## config.mk

```make
export PLATFORM = sky130hd
export DESIGN_NAME = pipe_stage_reg
export DESIGN_NICKNAME = d
export VERILOG_FILES = /design/src/rtl/pipe_stage_reg.sv
export SDC_FILE = /design/constraint.sdc
export NUM_CORES = 1
export LEC_CHECK = 0
export ABC_AREA = 1
export BUFFER_PORTS_ARGS = -buffer_cell sky130_fd_sc_hd__buf_4
export CORE_MARGIN = 1
export CORE_UTILIZATION = 45
export DETAILED_ROUTE_END_ITERATION = 8
export MAX_ROUTING_LAYER = met4
export PLACE_DENSITY = 0.7
export SKIP_CTS_REPAIR_TIMING = 1
export SLEW_MARGIN = 20
export SYNTH_ARGS = -nofsm -noshare
export SYNTH_HDL_FRONTEND = slang
export SYNTH_SLANG_ARGS = --single-unit
```

## constraint.sdc

```tcl
create_clock -name clk -period 1.2 [get_ports clk]
set_input_delay 0.12 -clock clk [delete_from_list [all_inputs] [get_ports clk]]
set_output_delay 0.12 -clock clk [all_outputs]
set_load 0.005 [all_outputs]
```

## src/rtl/pipe_stage_reg.sv

```systemverilog
// Pipeline stage register with valid/ready handshake, flush and an optional
// two-entry skid buffer. The payload is an opaque WIDTH-bit bundle.
module pipe_stage_reg #(
  parameter int WIDTH = 32,
  parameter int SKID  = 1
) (
  input  logic             clk,
  input  logic             clr,
  input  logic             in_valid,
  output logic             in_ready,
  input  logic [WIDTH-1:0] in_data,
  output logic             out_valid,
  input  logic             out_ready,
  output logic [WIDTH-1:0] out_data,
  input  logic             flush,
  output logic [1:0]       occupancy
);

  typedef enum logic [1:0] {
    ST_EMPTY = 2'd0,
    ST_ONE   = 2'd1,
    ST_TWO   = 2'd2
  } state_e;

  // Handshake: a beat moves on an edge where valid and ready are both high;
  // valid never waits on ready, and a held beat stays stable until popped.
  logic             push;
  logic             pop;
  logic             valid_q;
  logic [WIDTH-1:0] main_q;

  assign push      = in_valid & in_ready;
  assign pop       = valid_q & out_ready;
  assign out_valid = valid_q;
  assign out_data  = main_q;

  if (SKID != 0) begin : g_skid
    state_e           state_q;
    logic [WIDTH-1:0] skid_q;
    logic             ready_q;

    assign in_ready  = ready_q;
    assign occupancy = state_q;

    always_ff @(posedge clk) begin
      if (clr || flush) begin
        state_q <= ST_EMPTY;
        main_q  <= '0;
        skid_q  <= '0;
        valid_q <= 1'b0;
        ready_q <= 1'b1;
      end else begin
        case (state_q)
          ST_EMPTY: begin
            if (push) begin
              main_q  <= in_data;
              valid_q <= 1'b1;
              state_q <= ST_ONE;
            end
          end
          ST_ONE: begin
            case ({push, pop})
              2'b11: main_q <= in_data;
              2'b10: begin
                skid_q  <= in_data;
                ready_q <= 1'b0;
                state_q <= ST_TWO;
              end
              2'b01: begin
                main_q  <= '0;
                valid_q <= 1'b0;
                state_q <= ST_EMPTY;
              end
              default: ;
            endcase
          end
          ST_TWO: begin
            // in_ready is low here, so only a pop can move the state
            if (pop) begin
              main_q  <= skid_q;
              skid_q  <= '0;
              ready_q <= 1'b1;
              state_q <= ST_ONE;
            end
          end
          default: begin
            state_q <= ST_EMPTY;
            main_q  <= '0;
            skid_q  <= '0;
            valid_q <= 1'b0;
            ready_q <= 1'b1;
          end
        endcase
      end
    end
  end else begin : g_single
    assign in_ready  = ~valid_q | out_ready;
    assign occupancy = {1'b0, valid_q};

    always_ff @(posedge clk) begin
      if (clr || flush) begin
        main_q  <= '0;
        valid_q <= 1'b0;
      end else if (push) begin
        main_q  <= in_data;
        valid_q <= 1'b1;
      end else if (pop) begin
        main_q  <= '0;
        valid_q <= 1'b0;
      end
    end
  end

endmodule
```

==> results.yml <==
status:
  status: "finished with violations"
  violations: "negative setup slack"
place:
  gp_congestion: 0.797
  place_area_um2: 4350
  dp_slack_ns: -0.164
  dpl.hpwl_um: 6390
  port_buffers: 72
synthesis:
  synth_seq_cells: 68
  synthesis.instances: 586
  yosys_warnings: 0
  ys_types: 17
  synth_area_leaders: "dfxtp_1, nand2_1, nor2_1, inv_1, a21oi_1"
  yosys.area.top_type: "dfxtp_1"
  synth_top_area_frac: 0.391
  syn_avg_cell_area_um2: 5.94
  mappedNetlistNets: 623
  seq_area_frac_synth: 0.391
  synthesis.area_um2: 3480
sta:
  tightest_slew_ns: 0.374
  maxSlewHeadroom: 0.751
  rsz0062_at_grt: "yes"
  drv_slew: 0
  fin_crit_sh: 1.11
  setup_tns_ns: -5.08
  hold_violations: 0
  setup_viol: 66
  hold_ws_ns: 0.152
  fin_worst_skew_ns: 0.00759
  fmax_ghz: 0.753
  fin_ws_ns: -0.128
  min_period_ns: 1.33
setup_path:
  critPathKind: "register to register"
  critPathMaxFanout: 8
  rrSetupSlack_ns: -0.13
  cp.required_ns: 1.45
  cp.arrival_ns: 1.58
  crit_path_end_kind: "register"
  setup.worst_path.start_class: "register"
routing:
  ant_nets: 0
  drt_iter0_drc: 156
  num_vias: 3853
  vias_per_cell: 4.95
  dr.pass1.iters: 4
  wl_per_cell_um: 13.2
  drc: 0
  routed_wl_um: 10200
die:
  rows: 31
  core_area_um2: 7370
  die_y_um: 90.0
  die_area_um2: 8100
  ioPinCount: 73
  start_util: 0.473
  die_x_um: 90.0
global_routing:
  grt_max_degree: 34
  grt_overflow: 0
  antenna_found_initial: 0
  grt_pass1_wl_um: 15400
  track_usage: 0.244
  grt_pass1_vias: 3356
layout:
  syn_to_final_growth_pct: 43.5
  fillCellCount: 664
  drive_above_1_share: 0.299
  multiInputGateArea_um2: 1980
  seq_area_um2: 1370
  antenna_cells: 0
  final_util: 0.678
  stdcell_area_um2: 5000
  nets: 711
cts:
  clock-sinks: 68
  cts_tree: "done"
  clock_latency_ns: 0.36
  path_clk_slew_ns: 0.08
  htree_levels: 3
  root_buffer: "clkbuf_8"
  cts_buffers: 9
  clk_path_buf_depth: 2
worst_hold_path:
  hp-class: "primary input to register"
job:
  cap_violations: 0
power_and_ir_drop:
  comb_power_share: 0.205
  cellLeakagePower_nw: 2.47
  p_int_w: 0.00394
  pwr-share-clk: 0.369
  irDropWorstVdd_mv: 0.772
  seq_power_share: 0.426
  switchingPower_w: 0.00167
  power.switching_fraction: 0.298
  power.density_nw_per_um2: 1120
[registers in the layout, summed over array words and instances, names as in the netlist]
| signal | flops |
|---|---|
| g_skid.skid_q | 32 |
| in_ready | 1 |
| occupancy | 2 |
| out_data | 32 |
| out_valid | 1 |
[worst max-delay path, stage by stage (launching register included)]
cell	delay [ns]
dfxtp_4	0.44
inv_4	0.06
o21ai_4	0.18
nand2_8	0.16
buf_8	0.18
o21ai_1	0.14
nor2_1	0.05
[power groups by stage]
stage | combinational, W | clock [W] | sequential, W
finish | 0.00115 | 0.00207 | 0.00239
global route | 0.00127 | 0.00219 | 0.00240
CTS | 0.000984 | 0.00209 | 0.00238
detailed placement | 0.000979 | 0 | 0.00243
global placement | 0.000967 | 0 | 0.00243
floorplan | 0.000581 | 0 | 0.00243
[placed cells by master, fill, tap and decap left out, types with 2 or more instances in the layout]
master      instances
nand2_1           195
buf_4              93
nor2_1             68
inv_1              67
dfxtp_1            64
nand3_1            34
a21oi_1            34
nor2_2             22
o21ai_2            20
o21ai_1            12
nor2_4             11
buf_12             10
clkbuf_8            9
nand2_2             6
nand2_4             3
nand3_2             3
clkinvlp_4          3
buf_6               3
clkbuf_16           2
inv_6               2
dfxtp_2             2
dfxtp_4             2
buf_8               2
[Yosys cell counts]
cell,number
dfxtp_1,68
inv_1,68
o21ai_1,7
buf_1,3
buf_2,17
buf_4,1
inv_2,3
clkbuf_2,1
o21ai_0,27
nand3_1,35
nand3_2,2
clkbuf_1,12
nor3_1,1
nand2_1,205
nor2_1,98
nor2_2,3
a21oi_1,35
[routing by layer]
metal	routed length (µm)	share of wire	vias up	global-route usage
met1	4470	0.44	1777	0.310
met5	0	0	-	-
li1	-	-	1959	-
met3	556	0.054	11	0.0389
met4	142	0.014	0	0.0954
met2	5060	0.49	106	0.390
[metrics by stage]
step	std cells	power, W
after floorplan	586	0.00301
after global placement	755	0.00340
after detailed placement	755	0.00341
after CTS	771	0.00545
after global routing	778	0.00586
final	778	0.00561
[cells by family after synthesis]
family	share of synthesized area
and+or+nand+nor	0.389
AOI/OAI and AO/OA	0.0991
buffers and inverters	0.121
DFF	0.391
[cell type report]
| class | instances | share of cell area |
|---|---|---|
| flip-flops and latches | 68 | 0.274 |
| repair buffers | 109 | 0.197 |
| clock buffers | 10 | 0.0298 |
| well taps | 99 | 0.0248 |
| repair inverters | 2 | 0.00576 |
| multi-input cells | 413 | 0.396 |
| clock inverters | 6 | 0.0140 |
| inverters | 71 | 0.0578 |
[final timing paths]
path / cells after the start / to / start
max reg2reg: 6 / g_skid.skid_q[8] / occupancy[1]
min reg2reg: 2 / out_data[1] / out_data[1]
max: 6 / g_skid.skid_q[8] / occupancy[1]
min: 5 / g_skid.skid_q[20] / in_data[20]
(Power assumes the default switching activity.)
